==> config.mk <==
export PLATFORM = sky130hd
export DESIGN_NAME = mm_sequencer
export DESIGN_NICKNAME = d
export VERILOG_FILES = /design/src/rtl/mm_sequencer.sv
export SDC_FILE = /design/constraint.sdc
export NUM_CORES = 1
export LEC_CHECK = 0
export CELL_PAD_IN_SITES_DETAIL_PLACEMENT = 0
export CELL_PAD_IN_SITES_GLOBAL_PLACEMENT = 1
export CORE_UTILIZATION = 27
export DETAILED_ROUTE_END_ITERATION = 16
export PLACE_DENSITY = 0.84
export SYNTH_ARGS = -nofsm -noshare
export SYNTH_HDL_FRONTEND = slang
export SYNTH_SLANG_ARGS = --single-unit
==> constraint.sdc <==
create_clock -name clk -period 1.6 [get_ports clk]
set_clock_uncertainty 0.05 [all_clocks]
set_input_delay 0.24 -clock clk [delete_from_list [all_inputs] [get_ports clk]]
set_output_delay 0.24 -clock clk [all_outputs]
set_load 0.01 [all_outputs]
==> src/rtl/mm_sequencer.sv <==
`default_nettype none
// ============================================================================
// Module   : mm_sequencer
// Purpose  : Op-stream sequencer for page loads, size configuration and
//            matmul streaming into an NxN systolic multiplier.
// Revision : 1.0 - initial release
// ============================================================================
module mm_sequencer #(
    parameter int N         = 8,
    parameter int DW        = 32,
    parameter int PAGE_BITS = 2,
    parameter int CELL_BITS = 6,
    parameter int LINE_BITS = 3
) (
    input  logic                 clk,
    input  logic                 reset,
    input  logic                 enable,
    input  logic                 op_valid,
    output logic                 op_ready,
    input  logic [31:0]          operation,
    input  logic                 in_valid,
    output logic                 in_ready,
    input  logic [DW-1:0]        in_data,
    output logic [DW-1:0]        wr_data,
    output logic                 w_we,
    output logic                 x_we,
    output logic [PAGE_BITS-1:0] w_wsel,
    output logic [PAGE_BITS-1:0] x_wsel,
    output logic [PAGE_BITS-1:0] w_rsel,
    output logic [PAGE_BITS-1:0] x_rsel,
    output logic                 shift_en,
    output logic                 w_switch,
    output logic                 x_switch,
    output logic                 x_bulk_we,
    output logic                 relu,
    output logic                 transpose,
    input  logic                 clear_out,
    output logic                 y_valid,
    output logic                 busy,
    output logic                 done,
    output logic                 err
);
    localparam int                    c_DRAIN_W    = $clog2(2 * N) + 1;
    localparam logic [c_DRAIN_W-1:0]  c_DRAIN_LAST = c_DRAIN_W'(2 * N - 1);
    localparam logic [3:0]            c_OP_NOP     = 4'd0;
    localparam logic [3:0]            c_OP_MATMUL  = 4'd1;
    localparam logic [3:0]            c_OP_LOAD    = 4'd2;
    localparam logic [3:0]            c_OP_CONFIG  = 4'd3;
    localparam logic [CELL_BITS-1:0]  c_CELLS_RST  = CELL_BITS'(15);
    localparam logic [LINE_BITS-1:0]  c_LINES_RST  = LINE_BITS'(1);

    typedef enum logic [1:0] {
        S_IDLE   = 2'd0,
        S_LOAD   = 2'd1,
        S_STREAM = 2'd2,
        S_DRAIN  = 2'd3
    } state_t;

    state_t                 r_state;
    state_t                 w_state_next;
    logic                   w_done_set;
    logic                   w_err_set;
    logic                   r_done;
    logic                   r_err;
    logic                   r_y_valid;

    logic [CELL_BITS-1:0]   r_w_cells;
    logic [LINE_BITS-1:0]   r_w_lines;
    logic [LINE_BITS-1:0]   r_x_lines;

    logic [CELL_BITS-1:0]   r_wc;
    logic [LINE_BITS-1:0]   r_wl;
    logic [LINE_BITS-1:0]   r_xl;
    logic [c_DRAIN_W-1:0]   r_drain_cnt;
    logic [3:0]             r_beat_cnt;
    logic [3:0]             r_beat_last;
    logic                   r_dest_is_w;
    logic                   r_y_is_w;
    logic                   r_relu;
    logic                   r_transpose;
    logic [PAGE_BITS-1:0]   r_w_wsel;
    logic [PAGE_BITS-1:0]   r_x_wsel;
    logic [PAGE_BITS-1:0]   r_w_rsel;
    logic [PAGE_BITS-1:0]   r_x_rsel;

    logic [3:0]             w_opcode;
    logic [3:0]             w_chunk_a;
    logic [3:0]             w_chunk_b;
    logic [3:0]             w_chunk_c;
    logic [3:0]             w_chunk_d;
    logic                   w_accept;
    logic                   w_beat;
    logic                   w_last_beat;
    logic                   w_stream_step;
    logic                   w_wsw_int;
    logic                   w_xsw_int;
    logic                   w_last_stream;
    logic                   w_drain_last;
    logic                   w_unused;

    assign w_opcode  = operation[3:0];
    assign w_chunk_a = operation[7:4];
    assign w_chunk_b = operation[11:8];
    assign w_chunk_c = operation[15:12];
    assign w_chunk_d = operation[19:16];
    assign w_unused  = ^{operation, in_data};

    assign w_accept      = op_valid && op_ready && enable;
    assign w_beat        = (r_state == S_LOAD) && in_valid && enable;
    assign w_last_beat   = w_beat && (r_beat_cnt == r_beat_last);
    assign w_stream_step = (r_state == S_STREAM) && enable;
    assign w_wsw_int     = w_stream_step && (r_wc == r_w_cells);
    assign w_xsw_int     = w_wsw_int && (r_wl == r_w_lines);
    assign w_last_stream = w_xsw_int && (r_xl == r_x_lines);
    assign w_drain_last  = (r_state == S_DRAIN) && enable && (r_drain_cnt == c_DRAIN_LAST);

    always_ff @(posedge clk) begin
        if (reset) begin
            r_state <= S_IDLE;
            r_done  <= 1'b0;
            r_err   <= 1'b0;
        end else if (enable) begin
            r_state <= w_state_next;
            r_done  <= w_done_set;
            r_err   <= w_err_set;
        end
    end

    always_comb begin
        w_state_next = r_state;
        w_done_set   = 1'b0;
        w_err_set    = 1'b0;
        case (r_state)
            S_IDLE: begin
                if (w_accept) begin
                    case (w_opcode)
                        c_OP_NOP:    ;
                        c_OP_MATMUL: w_state_next = S_STREAM;
                        c_OP_LOAD:   w_state_next = S_LOAD;
                        c_OP_CONFIG: w_done_set   = 1'b1;
                        default:     w_err_set    = 1'b1;
                    endcase
                end
            end
            S_LOAD: begin
                if (w_last_beat) begin
                    w_state_next = S_IDLE;
                    w_done_set   = 1'b1;
                end
            end
            S_STREAM: begin
                if (w_last_stream) begin
                    w_state_next = S_DRAIN;
                end
            end
            S_DRAIN: begin
                if (w_drain_last) begin
                    w_state_next = S_IDLE;
                    w_done_set   = 1'b1;
                end
            end
            default: w_state_next = S_IDLE;
        endcase
    end

    // Op latching, configuration and the stream/drain/beat counters
    always_ff @(posedge clk) begin
        if (reset) begin
            r_w_cells   <= c_CELLS_RST;
            r_w_lines   <= c_LINES_RST;
            r_x_lines   <= c_LINES_RST;
            r_wc        <= '0;
            r_wl        <= '0;
            r_xl        <= '0;
            r_drain_cnt <= '0;
            r_beat_cnt  <= '0;
            r_beat_last <= '0;
            r_dest_is_w <= 1'b0;
            r_y_is_w    <= 1'b0;
            r_relu      <= 1'b0;
            r_transpose <= 1'b0;
            r_w_wsel    <= '0;
            r_x_wsel    <= '0;
            r_w_rsel    <= '0;
            r_x_rsel    <= '0;
            r_y_valid   <= 1'b0;
        end else if (enable) begin
            r_y_valid <= clear_out;
            if (w_accept) begin
                case (w_opcode)
                    c_OP_MATMUL: begin
                        r_wc        <= '0;
                        r_wl        <= '0;
                        r_xl        <= '0;
                        r_drain_cnt <= '0;
                        r_x_rsel    <= w_chunk_a[3] ? '0 : w_chunk_a[PAGE_BITS-1:0];
                        r_w_rsel    <= w_chunk_b[3] ? w_chunk_b[PAGE_BITS-1:0] : '0;
                        r_y_is_w    <= w_chunk_c[3];
                        if (!w_chunk_c[3]) begin
                            r_x_wsel <= w_chunk_c[PAGE_BITS-1:0];
                        end
                        r_relu      <= w_chunk_d[1];
                        r_transpose <= w_chunk_d[0];
                    end
                    c_OP_LOAD: begin
                        r_beat_cnt  <= '0;
                        r_beat_last <= w_chunk_b;
                        r_dest_is_w <= w_chunk_a[3];
                        if (w_chunk_a[3]) begin
                            r_w_wsel <= w_chunk_a[PAGE_BITS-1:0];
                        end else begin
                            r_x_wsel <= w_chunk_a[PAGE_BITS-1:0];
                        end
                    end
                    c_OP_CONFIG: begin
                        r_w_cells <= in_data[CELL_BITS-1:0];
                        r_w_lines <= in_data[CELL_BITS +: LINE_BITS];
                        r_x_lines <= in_data[CELL_BITS + LINE_BITS +: LINE_BITS];
                    end
                    default: ;
                endcase
            end
            if (w_stream_step) begin
                r_wc <= w_wsw_int ? '0 : r_wc + 1'b1;
                if (w_wsw_int) begin
                    r_wl <= w_xsw_int ? '0 : r_wl + 1'b1;
                end
                if (w_xsw_int) begin
                    r_xl <= r_xl + 1'b1;
                end
            end
            if (r_state == S_DRAIN) begin
                r_drain_cnt <= r_drain_cnt + 1'b1;
            end
            if (w_beat) begin
                r_beat_cnt <= r_beat_cnt + 1'b1;
            end
        end
    end

    assign op_ready  = (r_state == S_IDLE);
    assign in_ready  = (r_state == S_LOAD);
    assign busy      = (r_state != S_IDLE);
    assign wr_data   = in_data;
    assign w_we      = w_beat && r_dest_is_w;
    assign x_we      = w_beat && !r_dest_is_w;
    assign w_wsel    = r_w_wsel;
    assign x_wsel    = r_x_wsel;
    assign w_rsel    = r_w_rsel;
    assign x_rsel    = r_x_rsel;
    assign shift_en  = w_stream_step;
    // Transposed operands reverse which memory advances per line vs per page
    assign w_switch  = r_transpose ? w_xsw_int : w_wsw_int;
    assign x_switch  = r_transpose ? w_wsw_int : w_xsw_int;
    assign x_bulk_we = ((r_state == S_STREAM) || (r_state == S_DRAIN)) && !r_y_is_w;
    assign relu      = r_relu;
    assign transpose = r_transpose;
    assign done      = r_done && enable;
    assign err       = r_err && enable;
    assign y_valid   = r_y_valid && enable;

endmodule
`default_nettype wire

Word-level counts from Yosys, hierarchy flattened --
Cells that the tools add are included. Widths: inputs -> output; s select.
Operators by class: add/subtract/negate cells 5, eq/ne operators 18, mux-type cells 40, reductions and logical operators 40
Operator list (number):
- $mux 3 | 9
- $mux 6 | 4
- $reduce_and 3->1 | 6
- $logic_and 1x1->1 | 17
- $mux 2 | 8
- $reduce_bool 2->1 | 8
- $mux 5 | 3
- $mux 4 | 3
- $mux 1 | 9
- $eq 4x2->1 const B | 2
- $ne 2x2->1 const B | 4
- $pmux 2 s2 | 2
- $pmux 2 s4 | 1
- $add 3x1->3 const B | 2
- $add 6x1->6 const B | 1
- $eq 3x3->1 | 2
- $eq 6x6->1 | 1
- $reduce_and 6->1 | 1
- $add 5x1->5 const B | 1
- $eq 5x4->1 const B | 1
- $reduce_and 5->1 | 1
- $add 4x1->4 const B | 1
- $eq 2x2->1 const B | 2
- $eq 4x1->1 const B | 1
- 11 further kinds | 13
Word-level totals: register bits 54, input port bits 70, output and inout port bits 54, word-level logic and storage cells 124

Longest topological paths before layout --
Gate-level depths: netlist of the first run.
depth in word-level cells 7, gate-level depth with buffers 8, depth with buffers taken out 6

Worst setup path after synthesis of the first run --
No wires, ideal clock.
path type register to register, start register r_state[0], end register r_w_cells[0], library setup time 120 ps, arrival 1572 ps, required time 1430 ps, setup slack -142 ps, cell stages (with the launch flop) 9, path buffers 3, clock period less this slack 1742 ps, cell sequence dfxtp_1 buf_2 and4bb_1 and2_1 and3_1 buf_2 buf_4 mux2i_1 nand2_1
Between the ends: cells in the longest elaborated chain, start to end 4
RTL lines:
- start, declared | line 59 | state_t r_state;
- start signal, assigned | line 123 | r_state <= w_state_next;
- $logic_not 2->1 | line 241 | assign op_ready = (r_state == S_IDLE);
- $logic_and 1x1->1 (2 in series) | line 108 | assign w_accept = op_valid && op_ready && enable;
- $reduce_and 3->1 (no source line)
- end signal, assigned | line 169 | r_w_cells <= c_CELLS_RST;
- end signal, assigned | line 216 | r_w_cells <= in_data[CELL_BITS-1:0];
- end, declared | line 67 | logic [CELL_BITS-1:0] r_w_cells;
No other way between the ends. A chain may end at the register's enable or synchronous reset.

Final worst setup path of the first run --
start register r_w_cells[0], end output port w_switch
Between the ends: cells in the longest elaborated chain, start to end 4
RTL lines:
- $eq 6x6->1 * | line 112 | assign w_wsw_int = w_stream_step && (r_wc == r_w_cells);
- $logic_and 1x1->1 * | line 112
- $logic_and 1x1->1 | line 113 | assign w_xsw_int = w_wsw_int && (r_wl == r_w_lines);
- $mux 1 * | line 253 | assign w_switch = r_transpose ? w_xsw_int : w_wsw_int;
- end, declared | line 32 | output logic w_switch,
Mark *: on every way between the ends. The rest lies on a longest branch, timed or not.

==> results.sh, run 1 <==
export IMPL_outcome="finished, violations left"
export IMPL_violations="setup timing"
export IMPL_cpPeakStageDelay_ns=0.35
export IMPL_power_frac_seq=0.493
export IMPL_fill_cells=913
export IMPL_io_pins=124
export IMPL_p_leak_nw=1.848
export IMPL_hold_path_startpoint="reset"
export IMPL_rsz0062_at_grt="yes"
export IMPL_ys_ff_latch=54
export IMPL_fin_tns_setup_ns=-4.533
export IMPL_holdCritPathClass="input port to register"
export IMPL_seqCellArea_mm2=0.001099
export IMPL_synth_cell_type_count=47
export IMPL_yosysMostFrequentCell="dfxtp_1"
export IMPL_yosysTopAreaCell="dfxtp_1"
export IMPL_cts_sinks=54
export IMPL_cts_tree="built"
export IMPL_grt_use_total=0.1401
export IMPL_num_rows=36
export IMPL_root_buffer="clkbuf_8"
export IMPL_synth_commonest_cells="dfxtp_1 (54), nand2_1 (39), buf_4 (33)"
export IMPL_clk_pin_slew_ns=0.09
export IMPL_dieHeight_um=104.2
export IMPL_io_buffers=67
export IMPL_synth_top_area_share=0.3830
export IMPL_dr_pass1_iters=5
export IMPL_path_cells="xor2_2 > nor4_4 > nand3_2 > a21oi_2 > buf_2"
export IMPL_tightest_slew_ns=0.3347
export IMPL_multi_input_area_mm2=0.001719
export IMPL_h_tree_depth=2
export IMPL_setup_ws_ns=-0.2547
export IMPL_fin_crit_sh=1.159
export IMPL_gp_congestion=0.7479
export IMPL_end_kind="primary output"
export IMPL_pwr_share_comb=0.167
export IMPL_peakVddDrop_uv=372.3
export IMPL_maxCapViolCount=0
export IMPL_worst_path_max_fanout=3
export IMPL_grt_pass1_wl_um=12190
export IMPL_syn_instance_count=326
export IMPL_insertion_delay_ns=0.30
export IMPL_core_mm2=0.009955
export IMPL_netlist_area_mm2=0.002823
export IMPL_remaining_drc_errors=0
export IMPL_initial_utilization=0.2836
export IMPL_arrival_ns=1.56
export IMPL_timing_rr_start="r_w_cells[0]"
export IMPL_drive_above_1_share=0.4042
export IMPL_worst_path_stages=5
export IMPL_crit_path_start_kind="register"
export IMPL_max_clock_freq_mhz=539.2
export IMPL_power_density_mw_per_mm2=623.4
export IMPL_setup_viol=38
export IMPL_synthTopCellsByArea="dfxtp_1 (38%), buf_4 (8.8%), mux2i_1 (6.4%)"
export IMPL_relSlewSlack=0.7748
export IMPL_grt_overflow_total=0
export IMPL_min_path_cells=2
export IMPL_synth_flop_cell="dfxtp_1"
export IMPL_via_per_inst=4.664
export IMPL_ys_seq_area_frac=0.3830
export IMPL_vias=2640
export IMPL_dpl_cell_area_mm2=0.003797
export IMPL_ctsLongestPathBuffers=2
export IMPL_routedWlPerCell_um=14.30
export IMPL_final_util=0.4475
export IMPL_crit_family="simple AND/OR/NAND/NOR gates"
export IMPL_grt_max_degree=16
export IMPL_swShare=0.2379
export IMPL_grt_pass1_vias=2549
export IMPL_critPathBufInv=1
export IMPL_grt_use_met1=0.1643
export IMPL_p_sw_mw=0.6606
export IMPL_rrSetupSlack_ns=-0.23
export IMPL_slew_violations=0
export IMPL_fp_dieArea_mm2=0.01087
export IMPL_synth_avg_cell_area_um2=8.659
export IMPL_ys_warn_count=0
export IMPL_final_area_mm2=0.004454
export IMPL_reg2regPathDepth=6
export IMPL_crit_start="r_w_cells[0]"
export IMPL_grt_busiest_layer="met2"
export IMPL_nets=509
export IMPL_cp_required_ns=1.31
export IMPL_n_antenna_cell=0
export IMPL_criticalPathCategory="register to primary output"
export IMPL_die_width_um=104.2
export IMPL_ant_nets=0
export IMPL_area_delta_synth_final_pct=57.80
export IMPL_fin_crit_ns=1.855
export IMPL_grt_use_met2=0.2462
export IMPL_synth_nets=402
export IMPL_synth_edff_count=0
export IMPL_dp_hpwl_um=5447
export IMPL_clkPwrFrac=0.340
export IMPL_use_met3=0.02694
export IMPL_wl_um=8096
export IMPL_cts_buffers=5
export IMPL_finalHoldViolations=0
export IMPL_antenna_found_initial=0
export IMPL_drtIter0Drc=91
export IMPL_p_int_mw=2.116
export IMPL_cp_slowest_cell="dfxtp_2"
export IMPL_synthArstFlopShare=0
-- per-stage QoR --
step | hold WS, ns | instances | setup slack [ns] | total power, mW
3_5_place_dp | 0.3963 | 539 | -0.7034 | 1.771
3_3_place_gp | 0.3926 | 539 | -0.6960 | 1.766
2_1_floorplan | 0.3184 | 326 | -0.09559 | 1.598
5_1_grt | 0.2624 | 566 | -0.3581 | 2.892
4_1_cts | 0.2404 | 555 | -0.2659 | 2.741
6_report | 0.2440 | 566 | -0.2547 | 2.777
-- final cells by class --
type / count / area share
tap: 133 / 0.03736
sequential: 54 / 0.2466
timing repair buffer: 144 / 0.2969
clock buffer: 6 / 0.01854
multi-input combinational: 220 / 0.3860
clock inverter: 1 / 0.006742
inverter: 8 / 0.007865
-- cell families after synthesis --
family | after synthesis | share of synthesized area
simple gates | 128 | 0.2389
fa+ha+maj | 6 | 0.02660
xor+xnor | 22 | 0.07092
buf+inv | 52 | 0.1157
mux | 20 | 0.07181
flops | 54 | 0.3830
compound gates | 44 | 0.09309
-- layer usage --
metal	up-vias	wire, um
met5	-	0
met4	0	197
met3	19	267
li1	1289	-
met1	1277	3461
met2	55	4169
-- flip-flops by register name (all words and copies together) (netlist names), 2 cells and up --
name         count
r_xl             3
r_wl             3
r_x_lines        3
r_w_cells        6
x_rsel           2
w_wsel           2
r_drain_cnt      5
r_beat_last      4
r_wc             6
r_beat_cnt       4
r_w_lines        3
x_wsel           2
r_state          2
w_rsel           2
-- cell usage in the layout (no fill, tap or decap), types with 3 or more instances in the layout --
cell / synthesis / routed
nand2_1: 39 / 28
dlygate4sd2_1: 0 / 5
buf_4: 33 / 57
xor2_1: 19 / 16
nand3_1: 20 / 11
buf_8: 0 / 5
and2_4: 0 / 4
mux2i_1: 18 / 18
buf_6: 0 / 16
nor2_1: 24 / 22
dfxtp_1: 54 / 42
o21ai_1: 0 / 3
a21oi_1: 26 / 14
ha_1: 6 / 6
clkbuf_8: 0 / 6
clkdlybuf4s50_1: 0 / 51
nand3_2: 1 / 9
and3_1: 6 / 3
nand2b_1: 4 / 4
o21ai_0: 6 / 3
nand2_4: 0 / 6
and2_1: 7 / 3
nand2_2: 0 / 5
buf_2: 2 / 6
nor3_2: 1 / 4
dfxtp_2: 0 / 11
xor2_2: 1 / 4
nand4_1: 3 / 3
and3_4: 0 / 3
a21oi_2: 0 / 12
inv_1: 5 / 5
-- timing repair --
item / 4_1_cts / 5_1_grt
gates resized for setup: 83 / 67
endpoints found under the setup margin: 56 / 55
pin swaps: 15 / 34
setup buffers: 11 / 13
cloned: 1 / 1
hold buffers: 0 / 0
-- path summary, 6_finish.rpt --
path,end
setup / recovery,w_switch
hold / removal,r_w_lines[1]
setup reg to reg,r_wl[1]
hold reg to reg,relu
-- power groups by stage --
| stage | Clock [mW] | Combinational (mW) | Sequential [mW] |
|---|---|---|---|
| after floorplan | 0 | 0.195 | 1.40 |
| after global placement | 0 | 0.367 | 1.40 |
| after detailed placement | 0 | 0.371 | 1.40 |
| after CTS | 0.973 | 0.398 | 1.37 |
| after global routing | 1.03 | 0.492 | 1.37 |
| final | 0.944 | 0.464 | 1.37 |
Note: power is estimated with default switching activity, not from simulation.
==> run 2: changes to the inputs <==
--- a/config.mk
+++ b/config.mk
@@ -13,3 +13,4 @@
 export SYNTH_ARGS = -nofsm -noshare
 export SYNTH_HDL_FRONTEND = slang
 export SYNTH_SLANG_ARGS = --single-unit
+export TNS_END_PERCENT = 5
==> results.sh, run 2 (synthesis gave the netlist of run 1 again) <==
export IMPL_outcome="finished, violations left"
export IMPL_violations="setup timing"
export IMPL_power_frac_seq=0.509
export IMPL_insertion_delay_ns=0.31
export IMPL_dieHeight_um=104.2
export IMPL_p_int_mw=2.079
export IMPL_fin_crit_sh=1.191
export IMPL_holdCritPathClass="input port to register"
export IMPL_criticalPathCategory="register to primary output"
export IMPL_cts_sinks=54
export IMPL_arrival_ns=1.62
export IMPL_crit_path_start_kind="register"
export IMPL_grt_overflow_total=0
export IMPL_io_pins=124
export IMPL_end_kind="primary output"
export IMPL_final_util=0.4027
export IMPL_cts_tree="built"
export IMPL_grt_pass1_vias=2467
export IMPL_dpl_cell_area_mm2=0.003761
export IMPL_dr_pass1_iters=4
export IMPL_cp_slowest_cell="nor4_4"
export IMPL_pwr_share_comb=0.143
export IMPL_ant_nets=0
export IMPL_timing_rr_start="r_wc[3]"
export IMPL_drive_above_1_share=0.2488
export IMPL_p_sw_mw=0.6165
export IMPL_path_cells="xor2_1 > nor4_4 > nand3_2 > a21oi_2 > buf_2"
export IMPL_die_width_um=104.2
export IMPL_gp_congestion=0.7740
export IMPL_critPathBufInv=1
export IMPL_power_density_mw_per_mm2=672.4
export IMPL_maxCapViolCount=0
export IMPL_slew_violations=0
export IMPL_grt_use_total=0.1301
export IMPL_clk_pin_slew_ns=0.09
export IMPL_crit_family="simple AND/OR/NAND/NOR gates"
export IMPL_ctsLongestPathBuffers=2
export IMPL_n_antenna_cell=0
export IMPL_routedWlPerCell_um=12.49
export IMPL_final_area_mm2=0.004009
export IMPL_rrSetupSlack_ns=-0.24
export IMPL_p_leak_nw=1.663
export IMPL_area_delta_synth_final_pct=42.02
export IMPL_fin_total_pwr_mw=2.696
export IMPL_via_per_inst=4.506
export IMPL_reg2regPathDepth=7
export IMPL_layout_common_cells="dfxtp_1 (49), clkdlybuf4s50_1 (48), buf_4 (46)"
export IMPL_worst_path_stages=5
export IMPL_setup_viol=37
export IMPL_core_mm2=0.009955
export IMPL_critPathCapture="w_switch"
export IMPL_setup_ws_ns=-0.3059
export IMPL_clkPwrFrac=0.348
export IMPL_dp_hpwl_um=5097
export IMPL_hold_slack_ns=0.1508
export IMPL_fp_dieArea_mm2=0.01087
export IMPL_grt_max_degree=30
export IMPL_h_tree_depth=2
export IMPL_worstReg2RegEnd="r_xl[2]"
export IMPL_tightest_slew_ns=0.3863
export IMPL_vias=2447
export IMPL_grt_pass1_wl_um=11540
export IMPL_nets=486
export IMPL_antenna_found_initial=0
export IMPL_crit_start="r_wc[3]"
export IMPL_cp_required_ns=1.31
export IMPL_cpPeakStageDelay_ns=0.35
export IMPL_cts_buffers=5
export IMPL_peakVddDrop_uv=325.9
export IMPL_reg_top3="r_w_cells x6, r_wc x6, r_drain_cnt x5"
export IMPL_io_buffers=67
export IMPL_num_rows=36
export IMPL_root_buffer="clkbuf_8"
export IMPL_dp_worst_setup_slack_ns=-0.7969
export IMPL_remaining_drc_errors=0
export IMPL_fill_cells=984
export IMPL_swShare=0.2287
export IMPL_initial_utilization=0.2836
export IMPL_max_clock_freq_mhz=524.7
export IMPL_worst_path_max_fanout=3
export IMPL_fin_crit_ns=1.906
export IMPL_drtIter0Drc=85
export IMPL_wl_um=6782
export IMPL_finalHoldViolations=0
export IMPL_mostFrequentLayoutCell="dfxtp_1"
export IMPL_rsz0062_at_grt="yes"
export IMPL_relSlewSlack=0.7398
==> run 2: power groups by stage <==
stage,clock [mW],combinational (mW),sequential [mW]
global placement,0,0.368,1.40
global route,1.02,0.420,1.37
finish,0.937,0.387,1.37
CTS,0.967,0.384,1.37
detailed placement,0,0.372,1.40
floorplan,0,0.194,1.40
==> run 2: worst min-delay path by stage <==
stage                     from      endpoint  slack, ns  cells after the start
finish                   reset        r_done       0.15                      2
floorplan           in_data[0]  r_w_cells[0]       0.32                      2
CTS                      reset        r_done       0.14                      2
global placement      r_y_is_w      r_y_is_w       0.39                      2
detailed placement   w_rsel[0]     w_rsel[0]       0.40                      2
global route             reset        r_done       0.16                      2
==> run 2: what timing repair did <==
item,in CTS,in global routing
pin swaps,7,2
setup endpoints to repair,63,59
hold buffers,0,0
setup buffers,3,0
hold endpoints to repair,0,0
resized for setup,52,18
==> run 2: final cells by class <==
| cell class | instances | area (um^2) | share of cell area |
|---|---|---|---|
| clock buffer | 6 | 82.58 | 0.02060 |
| clock inverter | 1 | 30.03 | 0.007491 |
| multi-input combinational | 220 | 1501 | 0.3745 |
| tap | 133 | 166.4 | 0.04151 |
| timing repair buffer | 121 | 1106 | 0.2759 |
| inverter | 8 | 35.03 | 0.008739 |
| sequential | 54 | 1087 | 0.2712 |
==> run 2: per-stage QoR <==
stage	TNS, ns	std cells
detailed placement	-31.87	533
floorplan	-1.498	326
CTS	-4.066	543
global route	-8.114	543
finish	-4.118	543
global placement	-30.28	533
==> run 2: metal layers <==
metal  GRT usage  vias to the layer above  part of all wire
met5           0                        -                 0
met4     0.03776                        0             0.010
met3     0.02318                        7             0.041
met2      0.2157                       64              0.48
met1      0.1718                     1126              0.47
li1            -                     1250                 -
==> run 3: changes to the inputs <==
--- a/config.mk
+++ b/config.mk
@@ -7,9 +7,10 @@
 export LEC_CHECK = 0
 export CELL_PAD_IN_SITES_DETAIL_PLACEMENT = 0
 export CELL_PAD_IN_SITES_GLOBAL_PLACEMENT = 1
-export CORE_UTILIZATION = 27
+export CORE_UTILIZATION = 40
 export DETAILED_ROUTE_END_ITERATION = 16
-export PLACE_DENSITY = 0.84
+export DONT_BUFFER_PORTS = 1
+export PLACE_DENSITY = 0.82
 export SYNTH_ARGS = -nofsm -noshare
 export SYNTH_HDL_FRONTEND = slang
 export SYNTH_SLANG_ARGS = --single-unit
==> results.sh, run 3 (synthesis gave the netlist of run 1 again) <==
export IMPL_outcome="finished, violations left"
export IMPL_violations="setup timing"
export IMPL_finalHoldViolations=0
export IMPL_routedWlPerCell_um=14.28
export IMPL_rsz0062_at_grt="yes"
export IMPL_grt_overflow_total=0
export IMPL_die_width_um=86.01
export IMPL_io_pins=124
export IMPL_grt_use_met2=0.2886
export IMPL_ant_nets=0
export IMPL_via_per_inst=5.102
export IMPL_p_leak_nw=1.285
export IMPL_drive_above_1_share=0.2500
export IMPL_placed_cells=415
export IMPL_arrival_ns=1.53
export IMPL_fin_crit_sh=1.139
export IMPL_num_rows=30
export IMPL_tightest_slew_ns=0.4515
export IMPL_core_mm2=0.006794
export IMPL_holdCritPathClass="input port to register"
export IMPL_slew_violations=0
export IMPL_grt_pass1_vias=2165
export IMPL_dr_pass1_iters=4
export IMPL_setup_viol=19
export IMPL_final_util=0.4762
export IMPL_cts_tree="built"
export IMPL_area_delta_synth_final_pct=14.63
export IMPL_fp_dieArea_mm2=0.007397
export IMPL_grt_use_met1=0.2240
export IMPL_relSlewSlack=0.6982
export IMPL_clk_pin_slew_ns=0.09
export IMPL_use_met3=0.03946
export IMPL_crit_path_start_kind="register"
export IMPL_cp_required_ns=1.31
export IMPL_initial_utilization=0.4155
export IMPL_ctsLongestPathBuffers=2
export IMPL_max_clock_freq_mhz=548.5
export IMPL_wl_um=6170
export IMPL_hold_slack_ns=0.01110
export IMPL_grt_busiest_layer="met2"
export IMPL_end_kind="primary output"
export IMPL_mostFrequentLayoutCell="dfxtp_1"
export IMPL_vias=2204
export IMPL_insertion_delay_ns=0.31
export IMPL_gp_congestion=0.8237
export IMPL_peakVddDrop_uv=337.4
export IMPL_root_buffer="clkbuf_8"
export IMPL_setup_ws_ns=-0.2231
export IMPL_remaining_drc_errors=0
export IMPL_n_antenna_cell=0
export IMPL_worst_path_max_fanout=3
export IMPL_criticalPathCategory="register to primary output"
export IMPL_power_density_mw_per_mm2=726.8
export IMPL_final_cells=432
export IMPL_cts_buffers=5
export IMPL_h_tree_depth=2
export IMPL_drtIter0Drc=54
export IMPL_grt_use_total=0.1749
export IMPL_antenna_found_initial=0
export IMPL_maxCapViolCount=0
export IMPL_layout_common_cells="dfxtp_1 (49), nand2_1 (38), buf_4 (37)"
export IMPL_grt_max_degree=45
export IMPL_io_buffers=0
export IMPL_grt_pass1_wl_um=10070
export IMPL_reg_top3="r_w_cells x6, r_wc x6, r_drain_cnt x5"
export IMPL_dieHeight_um=86.01
export IMPL_dp_hpwl_um=4348
export IMPL_fin_crit_ns=1.823
export IMPL_cts_sinks=54
export IMPL_nets=413
run 3: cell types whose count changed in the layout (fill, tap and decap cells not counted), moves of 3 or more:
cell	change
clkdlybuf4s50_1	-48
buf_4	-9
dlygate4sd2_1	-6
dlygate4sd3_1	+5
buf_6	-4
dlymetal6s2s_1	-4
buf_2	-3
run 3: repair_timing:
item                                    in CTS  in global routing
endpoints found under the setup margin      29                 42
pin swaps                                    3                  8
gates resized for setup                     14                 14
hold buffers                                 6                  0
buffers inserted                             3                  2
gates cloned                                 0                  0
hold endpoints to repair                    44                  0
run 3: path summary, 6_finish.rpt:
path                 from            to  slack, ns  depth (start not counted)
max          r_w_cells[0]      w_switch      -0.22                          5
min            in_data[9]  r_x_lines[0]       0.01                          2
max reg2reg  r_w_cells[0]       r_wl[0]      -0.21                          7
min reg2reg      r_y_is_w      r_y_is_w       0.41                          2
run 3: power breakdown:
part	switching, mW	internal, mW
combinational	0.110	0.101
clock	0.432	0.335
sequential	0.0140	1.36
total	0.556	1.80
run 3: per-stage QoR:
step	power, mW	setup slack (ns)	setup TNS, ns	area (um^2)
floorplan	1.596	-0.1024	-1.498	2835
global placement	1.567	-0.1719	-1.506	2944
detailed placement	1.569	-0.2032	-1.816	2944
CTS	2.370	-0.2802	-2.175	3167
global route	2.441	-0.2745	-3.202	3236
finish	2.352	-0.2231	-1.591	3236
run 3: layout make-up:
cell class | instances | area [um^2]
clock buffers | 6 | 82.58
well taps | 96 | 120.1
fillers | 679 | 3558
multi-input cells | 220 | 1495
repair buffers | 48 | 412.9
flip-flops and latches | 54 | 1090
inverters | 8 | 35.03
run 3: critical path, stage by stage (launching register included):
cell and delay (ns):
dfxtp_2 0.34, xor2_2 0.18, nor4_4 0.26, buf_4 0.18, nand3_4 0.10, a21oi_2 0.18
run 3: per-layer routing:
| layer | wire length (um) | share of wire |
|---|---|---|
| met5 | 0 | 0 |
| met3 | 281 | 0.046 |
| met1 | 2920 | 0.47 |
| met2 | 2871 | 0.47 |
| met4 | 97 | 0.016 |
